--- config.mk ---
export PLATFORM = sky130hd
export DESIGN_NAME = cla_multicycle_adder
export DESIGN_NICKNAME = d
export VERILOG_FILES = /design/src/rtl/cla_multicycle_adder.sv
export SDC_FILE = /design/constraint.sdc
export NUM_CORES = 1
export LEC_CHECK = 0
export CORE_MARGIN = 10
export CORE_UTILIZATION = 45
export DETAILED_ROUTE_END_ITERATION = 10
export PLACE_DENSITY = 0.71
export SYNTH_ARGS = -nofsm -noshare
export SYNTH_HDL_FRONTEND = slang
export SYNTH_SLANG_ARGS = --single-unit
--- constraint.sdc ---
create_clock -name Clk -period 2.78 [get_ports Clk]
set_clock_uncertainty 0.1 [all_clocks]
set_input_delay 0.278 -clock Clk [delete_from_list [all_inputs] [get_ports Clk]]
set_output_delay 0.278 -clock Clk [all_outputs]
set_load 0.01 [all_outputs]
--- src/rtl/cla_multicycle_adder.sv ---
// Multi-cycle carry-lookahead adder: one GROUP-bit slice per clock, with the slice
// carry-out registered into the next slice. Start/Busy/Done sequencing.
module cla_multicycle_adder #(
  parameter int WIDTH = 16,
  parameter int GROUP = 4
) (
  input  logic             Clk,
  input  logic             Rst,
  input  logic             Start,
  input  logic [WIDTH-1:0] A,
  input  logic [WIDTH-1:0] B,
  input  logic             Cin,
  output logic             Busy,
  output logic             Done,
  output logic [WIDTH-1:0] Sum,
  output logic             Cout,
  output logic             Overflow,
  output logic [1:0]       state_dbg
);

  localparam int N  = WIDTH / GROUP;
  localparam int CW = (N > 1) ? $clog2(N) : 1;

  typedef enum logic [1:0] {IDLE = 2'd0, RUN = 2'd1, DONE = 2'd2} state_t;

  // Handshake: Start is accepted on a rising Clk while in IDLE or DONE; Busy is
  // high for exactly N cycles afterwards, then Done pulses for one cycle with
  // Sum/Cout/Overflow valid and held until the next accepted Start.

  state_t           state_q, state_d;
  logic [WIDTH-1:0] a_q, a_d, b_q, b_d, sum_q, sum_d;
  logic             carry_q, carry_d;
  logic [CW-1:0]    k_q, k_d;
  logic             cout_q, cout_d, ovf_q, ovf_d;
  logic             busy_q, busy_d, done_q, done_d;

  logic [GROUP-1:0] a_slice, b_slice, g, p, slice_sum;
  logic [GROUP:0]   c;
  logic             last_slice;

  // Each carry is a flat sum of products of g/p/cin, not a ripple through c[i].
  function automatic logic [GROUP:0] lookahead(input logic [GROUP-1:0] gi,
                                               input logic [GROUP-1:0] pi,
                                               input logic             cin);
    logic [GROUP:0] cc;
    logic           term;
    cc    = '0;
    cc[0] = cin;
    for (int i = 0; i < GROUP; i++) begin
      term = cin;
      for (int m = 0; m <= i; m++) term = term & pi[m];
      cc[i+1] = term;
      for (int j = 0; j <= i; j++) begin
        term = gi[j];
        for (int m = j + 1; m <= i; m++) term = term & pi[m];
        cc[i+1] = cc[i+1] | term;
      end
    end
    return cc;
  endfunction

  always_comb begin
    int base;
    base       = int'(k_q) * GROUP;
    a_slice    = a_q[base +: GROUP];
    b_slice    = b_q[base +: GROUP];
    g          = a_slice & b_slice;
    p          = a_slice ^ b_slice;
    c          = lookahead(g, p, carry_q);
    slice_sum  = p ^ c[GROUP-1:0];
    last_slice = (k_q == CW'(N - 1));

    state_d = state_q;
    a_d     = a_q;
    b_d     = b_q;
    sum_d   = sum_q;
    carry_d = carry_q;
    k_d     = k_q;
    cout_d  = cout_q;
    ovf_d   = ovf_q;
    busy_d  = 1'b0;
    done_d  = 1'b0;

    case (state_q)
      IDLE, DONE: begin
        if (Start) begin
          a_d     = A;
          b_d     = B;
          carry_d = Cin;
          sum_d   = '0;
          k_d     = '0;
          busy_d  = 1'b1;
          state_d = RUN;
        end else begin
          state_d = IDLE;
        end
      end
      RUN: begin
        sum_d[base +: GROUP] = slice_sum;
        carry_d = c[GROUP];
        k_d     = k_q + CW'(1);
        if (last_slice) begin
          cout_d  = c[GROUP];
          ovf_d   = c[GROUP-1] ^ c[GROUP];
          done_d  = 1'b1;
          state_d = DONE;
        end else begin
          busy_d  = 1'b1;
        end
      end
      default: state_d = IDLE;
    endcase
  end

  always_ff @(posedge Clk or posedge Rst) begin
    if (Rst) begin
      state_q <= IDLE;
      a_q     <= '0;
      b_q     <= '0;
      sum_q   <= '0;
      carry_q <= 1'b0;
      k_q     <= '0;
      cout_q  <= 1'b0;
      ovf_q   <= 1'b0;
      busy_q  <= 1'b0;
      done_q  <= 1'b0;
    end else begin
      state_q <= state_d;
      a_q     <= a_d;
      b_q     <= b_d;
      sum_q   <= sum_d;
      carry_q <= carry_d;
      k_q     <= k_d;
      cout_q  <= cout_d;
      ovf_q   <= ovf_d;
      busy_q  <= busy_d;
      done_q  <= done_d;
    end
  end

  assign Busy      = busy_q;
  assign Done      = done_q;
  assign Sum       = sum_q;
  assign Cout      = cout_q;
  assign Overflow  = ovf_q;
  assign state_dbg = state_q;

endmodule
### Word level (Yosys, flattened, before mapping)

Index checks and enable logic that the tools add are counted.

* flip-flop bits (word level): 57
* bits of input ports: 36
* output and inout bits: 22
* logic and storage cells: 66

* add/sub/neg operators: 2
* eq/ne operators: 5
* shifts and indexed selects: 4
* mux-type cells: 15
* bitwise logic cells: 24
* reductions and logical operators: 6

Operators with widths (count)
* $neg 4->33: 1
* $shift 4x33->16 const A: 1
* $shiftx 4x33->16: 1
* $pmux 16 s2: 1
* $shiftx 16x5->4: 2
* $bwmux 16: 1
* $mux 16: 1
* $and 1x1->1: 10
* $or 1x1->1: 10
* $pmux 2 s2: 2
* $xor 4x4->4: 2
* $mux 1: 6
* $reduce_and 2->1: 3
* $and 4x4->4: 1
* $eq 2x2->1 const B: 2
* $mux 2: 2
* $ne 2x2->1 const B: 2
* $pmux 1 s2: 2
* $add 2x1->2 const B: 1
* $eq 2x1->1 const B: 1
* $logic_not 2->1: 1
* $reduce_bool 2->1: 1
* $reduce_or 2->1: 1
* $xor 1x1->1: 1

### Depth between registers and ports, before layout

* word-level depth: 12
* gate-level depth with buffers: 7
* gate-level depth less buffers: 6

### Worst setup path after synthesis

No wires, ideal clock.

* path type: register to register
* from: register k_q[0]
* to: register sum_q[15], in the netlist Sum[15]
* data arrival time: 2.469 ns
* required time: 2.558 ns
* path slack: 0.089 ns
* cell stages (with the launch flop): 8
* clock period less this slack: 2.691 ns
* cells stage by stage: dfrtp_1 > buf_2 > mux4_2 > ha_1 > ha_1 > o211a_1 > or3_1 > a32o_1

* word-level cells in the longest chain between the ends: 12
* elaborated cells on any way between the ends: 22
* classes of those cells: add/sub: 1; shift: 4; mux: 2; bitwise: 15

Ends and longest elaborated chain
* start: declaration: line 33 `logic [CW-1:0] k_q, k_d;`
* start signal: assignment: line 133 `k_q <= k_d;`
* $shiftx 16x5->4 (on tied branches): line 65, 66
* $xor 4x4->4: line 68 `p = a_slice ^ b_slice;`
* $and 1x1->1 (3 in a row): line 51 `for (int m = 0; m <= i; m++) term = term & pi[m];`
* $or 1x1->1 (3 in a row): line 56 `cc[i+1] = cc[i+1] | term;`
* $xor 4x4->4: line 70 `slice_sum = p ^ c[GROUP-1:0];`
* $shiftx 4x33->16: line 99 `sum_d[base +: GROUP] = slice_sum;`
* $bwmux 16 *: line 99
* $pmux 16 s2 *: line 84 `case (state_q)`
* end signal: assignment: line 131 `sum_q <= sum_d;`
* end: declaration: line 31 `logic [WIDTH-1:0] a_q, a_d, b_q, b_d, sum_q, sum_d;`

Every way passes the cells marked *; elsewhere a longest branch is shown, timed or not.
A chain may end at the register's enable or synchronous reset.

### Worst setup path in the final report

Same ends and word-level chain as after synthesis.

==> results by group <==
Logic synthesis
  – Synth top area cells: dfrtp_1 53%, nand2_1 14%, mux4_2 6.7%
  – EDFF count, synth: 0
  – Syn Area/Cell: 10.30 um2
  – Cell variety after synth: 39
  – Cell taking the most area after synthesis: dfrtp_1
  – Ys async rst share: 1.000
  – Synth top area share: 0.5325
  – Top_reg_cell synth: dfrtp_1
  – Post-synthesis net count: 307
  – Synth warnings: 0
  – Synthesized cell area: 2679 um2
  – Synth Register Bits: 57
  – Syn Inst Count: 260
  – Seq/Total Area, Yosys: 0.5325

Final layout
  – Most frequent cells in the layout: 99 x nand2_1, 57 x clkdlybuf4s50_1, 56 x dfrtp_1
  – Layout Area Growth over Synthesis: 31.71%
  – ANT cells: 0
  – Final #Nets: 369
  – Layout Utilization: 0.6031
  – Share of cells above drive strength 1: 0.1162
  – Commonest non-fill, non-tap cell in the layout: nand2_1

Route
  – Routed wl met3: 356 um
  – WL final: 6216 um
  – Met2 routed WL: 2909 um
  – Initial DRC count: 129
  – Routed length per instance: 15.46 um
  – Residual DRC count: 0
  – M1 wire length: 2831 um
  – Total iterations of the first detailed-routing run: 4
  – Via-to-Cell Ratio: 5.167
  – Top Metal Used: met4
  – Via Count: 2077
  – Routed Antenna Nets: 0

Clocking
  – CTS Sinks: 57
  – CTS tree: built
  – CTS Hold Buffers Added: 0
  – H-tree depth: 3
  – Post-CTS sizing: 0
  – Setup Buffers After CTS: 0
  – Clock buffer depth: 2
  – Clock-pin transition on the worst setup and hold timing paths: 0.07 ns
  – Clock buffer count from CTS: 9
  – Root Buffer: clkbuf_8
  – Clk_lat worst skew: 0.33 ns

STA
  – Crit share post-route: 0.9391
  – Fin Setup TNS: 0 ns
  – Tmin final: 2.611 ns
  – Slew Viols, Final: 0
  – Max Fclk: 0.3830 GHz
  – Hold_ws: 0.1163 ns
  – Worst slew margin: 0.5285
  – Worst Tran Pin Value: 0.7072 ns
  – RSZ-0062 raised after global routing: no
  – Setup ws final: 0.1692 ns
  – Final setup fails: 0
  – Final hold vios: 0

Global route
  – Total congestion overflow: 0
  – All-Layer GR Usage: 0.1333
  – Vias in the first global route: 2179
  – Largest net degree at the start of global routing: 23
  – First-pass GRT wire length: 10600 um
  – Initial antenna violation count: 0

Floorplanning
  – Die Span Y: 97.16 um
  – Num rows: 28
  – Initial core utilization: 0.4579
  – Die ar.: 9439 um2
  – Chip width: 97.16 um
  – Io pins: 58
  – Core area: 5851 um2

Critical path
  – Critical path's top delay family: compound AO/OA/AOI/OAI gates
  – FF-to-FF setup slack: 0.17 ns
  – Slowest CP cell: mux4_2
  – Cell Chain, Critical Path: mux4_2 > ha_1 > ha_1 > o211a_1 > or3_1 > a32o_1
  – CP Capture Type: flop
  – Worst-path maximum fanout: 7
  – CP most frequent cell: ha_1
  – Startpoint types: flop
  – Worst endpoint required time: 2.89 ns
  – CP peak stage delay: 0.54 ns
  – Critical path buffers and inverters: 0
  – Worst EP arrival: 2.72 ns
  – WS Path Type: flop to flop

Placement
  – DP Worst Slack: 0.1174 ns
  – PortBufs: 57
  – DP Wirelength: 4820 um
  – GP Congestion: 0.9138

Pwr
  – Logic gate share of total power: 0.505
  – PwrDens: 1233 nW/um2
  – Maximum VDD drop: 641.3 uV
  – Sw Ratio: 0.3981
  – Int Pwr: 2.618 mW
  – Clock power share: 0.166
  – Reg power frac: 0.328
  – Leakage power: 1.677 nW
  – Psw: 1.732 mW
  – Total power: 4.350 mW

Status
  – Status: finished, final reports clean

Job
  – Max-cap violations: 0

Hold path
  – Worst min-delay path class: primary input to async pin
[worst reg2reg max path, cell delays in order (launching register included)]
cell and delay (ns):
dfrtp_2 0.41, mux4_2 0.54, ha_1 0.29, ha_1 0.20, o211a_1 0.29, or3_1 0.39
a32o_1 0.27
[state kept, by name, indices dropped and copies added (netlist names)]
signal / cells
Busy: 1
Sum: 16
Done: 1
Cout: 1
state_dbg: 2
k_q: 2
carry_q: 1
a_q: 16
b_q: 16
Overflow: 1
[synthesized netlist by cell type, types with 2 or more instances]
cell type	n
nand2b_1	2
o2bb2ai_1	6
a21oi_1	3
dfrtp_1	57
buf_2	10
nand3_1	3
inv_1	8
o31ai_1	3
nor3_1	3
ha_1	10
and3b_1	2
nand2_1	99
a32o_1	3
o2bb2ai_2	2
a22o_1	3
o22ai_1	2
clkbuf_1	3
nor2_1	4
o21ai_0	6
a31oi_1	2
nor2b_1	2
or3_1	3
mux4_2	8
[worst paths after layout]
kind | startpoint | endpoint | depth (start not counted)
worst max register to register | k_q[0] | Sum[15] | 6
worst min register to register | a_q[0] | a_q[0] | 2
min in group Clk | a_q[0] | a_q[0] | 2
max in group asynchronous | Rst | k_q[0] | 3
worst min-delay path | Rst | a_q[11] | 2
worst max-delay path | k_q[0] | Sum[15] | 6
[cell families after synthesis]
family / count (synthesis) / share of synthesized area
AND/OR/NAND/NOR: 125 / 0.1999
flip-flops: 57 / 0.5325
AO/OA/AOI/OAI: 36 / 0.1046
buffers and inverters: 22 / 0.03830
adder cells (fa/ha/maj): 11 / 0.05418
multiplexers: 8 / 0.06726
XOR/XNOR: 1 / 0.003270
[power groups by stage]
stage          clock network [mW]  logic [mW]  registers, mW
5_1_grt                     0.781        2.45           1.48
3_5_place_dp                    0        2.20           1.44
4_1_cts                     0.745        2.22           1.43
6_report                    0.723        2.20           1.43
2_1_floorplan                   0        1.46           1.40
3_3_place_gp                    0        2.15           1.43
[layout make-up]
cell class | instances | area, um2
Multi-Input combinational cell | 181 | 1150
Sequential cell | 57 | 1428
Fill cell | 517 | 2322
Clock inverter | 2 | 10.01
Inverter | 8 | 30.03
Timing Repair Buffer | 65 | 634.4
Tap cell | 75 | 93.84
Clock buffer | 14 | 182.7
[metrics by stage]
step                      area (um2)  std cells
after floorplan                 2679        260
after global placement          3331        386
after detailed placement        3331        386
after CTS                       3523        402
after global routing            3528        402
final                           3528        402
[metal layers]
| layer | GRT usage | vias to the layer above |
|---|---|---|
| met5 | 0 | - |
| met4 | 0.05675 | 0 |
| met3 | 0.03841 | 15 |
| met2 | 0.2109 | 63 |
| met1 | 0.1651 | 993 |
| li1 | - | 1006 |
No activity file was read; power rests on OpenSTA's default activity.
==> RTL edit 1: new RTL, same settings <==
The parameter `WIDTH` goes from 16 to 32.
--- a/src/rtl/cla_multicycle_adder.sv
+++ b/src/rtl/cla_multicycle_adder.sv
@@ -1,7 +1,7 @@
 // Multi-cycle carry-lookahead adder: one GROUP-bit slice per clock, with the slice
 // carry-out registered into the next slice. Start/Busy/Done sequencing.
 module cla_multicycle_adder #(
-  parameter int WIDTH = 16,
+  parameter int WIDTH = 32,
   parameter int GROUP = 4
 ) (
   input  logic             Clk,
Interface: changed (resized A, B and Sum); port bits go from 58 to 106. No check against the original RTL was run, so the function may have changed too.
==> RTL edit 1 against the original RTL <==
Worst hold slack better by 0.15 ns; largest power group unchanged; via count is 85% higher; critical path depth is 5 higher; area after synthesis is 86% higher; routed wire length is 92% higher; cell area is 86% higher; worst setup slack worse by 0.11 ns; cell count is 88% higher; clock power is 32% higher; critical endpoint is now carry_q$_DFFE_PP0P_; total power is 94% higher; maximum frequency is 3.9% lower; sequential cell count is 49 higher.
==> RTL edit 1: results (changes against the original RTL) <==
* Status: finished clean
* Compound-Gate Fraction of Synth Area at 6.491% (-4.0 points)
* Global-route wire length before repair at 19930 µm (+88%)
* Max VDD drop at 0.0007711 V (+20%)
* Top post-synthesis cells by area: dfrtp_1 53%, nand2_1 17%, mux4_1 5.3%
* M1 WL at 5364 µm (+89%)
* Slowest cell on crit path: mux4_1
* Placed Area at 6276 µm² (+88%)
* Clock group power at 0.951 mW (+32%)
* Pin count of the biggest net entering global routing at 107 (+370%)
* Met3 Usage GRT at 5.027% (+1.2 points)
* Clock transition at the registers of the reported paths at 0.10 ns (+0.03 ns)
* WP data arrival at 2.87 ns (+0.15 ns)
* Synth Area in Adders at 3.421% (-2.0 points)
* Cells after synthesis at 493 (+90%)
* Routability cong. at 0.8483 (-7.2%)
* Total wire length at 11950 µm (+92%)
* Final WS setup at 0.06305 ns (-0.1062 ns)
* # resized after CTS at 3 (+3)
* Grt met2 use at 24.10% (+3.0 points)
* Most frequent cells after synthesis: 227 x nand2_1, 106 x dfrtp_1, 16 x nand3_1, 16 x o21ai_0, 12 x ha_1
* Met3 WL at 817 µm (+130%)
* Number of global-route vias before repair at 4034 (+85%)
* Worst slack at placement at -0.06610 ns (-0.1835 ns)
* # port buffers at 105 (+84%)
* Total Power at 8.427 mW (+94%)
* Leakage at 3.170 nW (+89%)
* Met2 Wirelength at 5613 µm (+93%)
* Worst Tran Pin Value at 0.6797 ns (-0.02751 ns)
* # fillers at 919 (+78%)
* Nets@finish at 691 (+87%)
* Final Core Density at 60.55% (+0.24 points)
* Combinational power share at 57.2% (+6.7 points)
RTL edit 1: cell count changes in the layout (fill, tap and decap cells not counted), moves of 4 or more:
| cell | change |
|---|---|
| nand2_1 | +127 |
| dfrtp_1 | +50 |
| clkdlybuf4s50_1 | +48 |
| buf_4 | +13 |
| nand3_1 | +13 |
| mux4_1 | +8 |
| o21ai_0 | +8 |
| a22o_1 | +7 |
| o2bb2ai_1 | -6 |
| a32o_1 | +5 |
| mux2i_1 | +5 |
| clkbuf_8 | -4 |
| nor2_1 | +4 |
RTL edit 1: cell type report:
cell class	count	share of cell area, %
clock buffers	10	1.944
clock inverters	6	0.9912
inverters	9	0.5719
multi-input cells	354	33.85
flip-flops and latches	106	40.41
well taps	140	2.669
repair buffers	130	19.56
RTL edit 1: final timing paths:
| kind | start | to | slack [ns] | depth (start not counted) |
|---|---|---|---|---|
| max | k_q[0]$_DFFE_PP0P_ | carry_q$_DFFE_PP0P_ | 0.06 | 11 |
| min | Rst | Done$_DFF_PP0_ | 0.27 | 3 |
| max reg2reg | k_q[0]$_DFFE_PP0P_ | carry_q$_DFFE_PP0P_ | 0.06 | 11 |
| min reg2reg | a_q[7]$_DFFE_PP0P_ | a_q[7]$_DFFE_PP0P_ | 0.38 | 2 |
| max in group asynchronous | Rst | k_q[0]$_DFFE_PP0P_ | 1.83 | 3 |
| min in group Clk | B[19] | b_q[19]$_DFFE_PP0P_ | 0.32 | 3 |
RTL edit 1: cell families (layout without fill, tap and decap cells):
| group | Yosys count | count (layout) |
|---|---|---|
| adder cells (fa/ha/maj) | 13 | 13 |
| buffers and inverters | 33 | 155 |
| AO/OA/AOI/OAI | 44 | 44 |
| AND/OR/NAND/NOR | 270 | 270 |
| XOR/XNOR | 6 | 6 |
| flip-flops | 106 | 106 |
| multiplexers | 21 | 21 |
==> RTL edit 2: new RTL, same flow settings <==
Without the edit above. Reset style: synchronous (`Rst`), changed in one clocked block.
--- a/src/rtl/cla_multicycle_adder.sv
+++ b/src/rtl/cla_multicycle_adder.sv
@@ -112,7 +112,7 @@
     endcase
   end
 
-  always_ff @(posedge Clk or posedge Rst) begin
+  always_ff @(posedge Clk) begin
     if (Rst) begin
       state_q <= IDLE;
       a_q     <= '0;
Check against the original RTL: differs if Rst is asserted again (counterexample within 4 cycles, from zero or initial values and one cycle with Rst high); with Rst held inactive, the same outputs for 10 cycles.
==> RTL edit 2 against the original RTL <==
Critical path depth rose by 1; cell count up 1.2%; routed wire length fell by 3.3%; sequential cell count unchanged; worst setup slack improved by 0.13 ns; worst hold slack better by 0.24 ns; cell area decreased by 6.7%; area after synthesis fell by 7.9%; sequential share of layout area decreased by 5.8 points.
Power is not compared: it rests on default switching activity, and its combinational part moved more than twofold at a synthesized area within 25%.
==> RTL edit 2: results (changes against the original RTL) <==
* Non-clk invs at 6 (-2)
* Final Core Density at 63.22% (+2.9 points)
* Synth Area in Adders at 5.885% (+0.47 points)
* GRT Util Overall at 14.09% (+0.76 points)
* Initial drt markers at 154 (+19%)
* Fin cells at 407 (+1.2%)
* Placed cell count at 392 (+1.6%)
* Dominant delay contributor by cell family on the critical path: multiplexers
* Detailed placement HPWL at 4465 µm (-7.4%)
* Post-synthesis sequential area ratio at 46.27% (-7.0 points)
* XOR/XNOR Fraction of Synth Area at 1.065% (+0.74 points)
* Primary FF master, synth: dfxtp_1
* Worst Tran Pin Value at 0.6912 ns (-0.01599 ns)
* Final-layout clock buffer total at 12 (-2)
* Asr flop ratio synth at 0% (-100 points)
* Layout cells sized above 1 at 9.496% (-2.1 points)
* Worst R2R End: Sum[3]$_SDFFE_PP0P_
* Reg2reg setup slack at 0.30 ns (+0.13 ns)
* Signal buf overhead at 18.56% (+0.58 points)
* Die Area at 8842 µm² (-6.3%)
* Mux share of post-synthesis cell area at 7.712% (+0.99 points)
* Global-route wire length before repair at 9846 µm (-7.1%)
* Multi-input gates at 196 (+8.3%)
* Vias per inst at 5.160 (-0.13%)
* Non-CTS buffers at 63 (-3.1%)
* Nets@finish at 380 (+3.0%)
* Worst slack at placement at 0.2899 ns (+0.1724 ns)
* Placed Area at 3095 µm² (-7.1%)
* Critical Path Start: k_q[0]$_SDFFE_PP0P_
* Post-Syn Nets at 323 (+5.2%)
* Clk tree area frac at 5.932% (+0.47 points)
* Number of global-route vias before repair at 2087 (-4.2%)
* Most frequent cells after synthesis: 67 x nand2_1, 57 x dfxtp_1, 39 x a21oi_1
* Footprint of the multi-input gates at 1234 µm² (+7.3%)
* Routability cong. at 0.8080 (-12%)
* Fin Hold WS at 0.3523 ns (+0.2360 ns)
* Synth unique cells at 30 (-23%)
* Min-delay worst type: register to register
* Worst reg2reg path depth at 7 (+1)
* Status: finished clean
* Total wire length at 6008 µm (-3.3%)
* Cells after synthesis at 276 (+6.2%)
* Pin count of the biggest net entering global routing at 45 (+96%)
* Clock transition at the registers of the reported paths at 0.06 ns
-- RTL edit 2: cell count changes after synthesis, moves of 8 or more --
| cell | unedited run | this run |
|---|---|---|
| a21oi_1 | 3 | 39 |
| dfrtp_1 | 57 | 0 |
| dfxtp_1 | 0 | 57 |
| nand2_1 | 99 | 67 |
| nand3b_1 | 1 | 9 |
| nor2_1 | 4 | 21 |
-- RTL edit 2: routing by layer --
| metal | track usage (%) | vias up | share of wire, % | wire (µm) |
|---|---|---|---|---|
| met4 | 7.215 | 0 | 2.0 | 118 |
| li1 | - | 1060 | - | - |
| met2 | 23.56 | 39 | 49 | 2968 |
| met1 | 15.97 | 991 | 44 | 2631 |
| met3 | 3.997 | 10 | 4.8 | 290 |
| met5 | 0 | - | 0 | 0 |
-- RTL edit 2: logic make-up after synthesis --
kind of cell | Yosys count
AOI/OAI and AO/OA | 62
xor gates and xnor gates | 3
adders and majority gates | 11
buffers and inverters | 23
DFF | 57
muxes | 9
and+or+nand+nor | 111
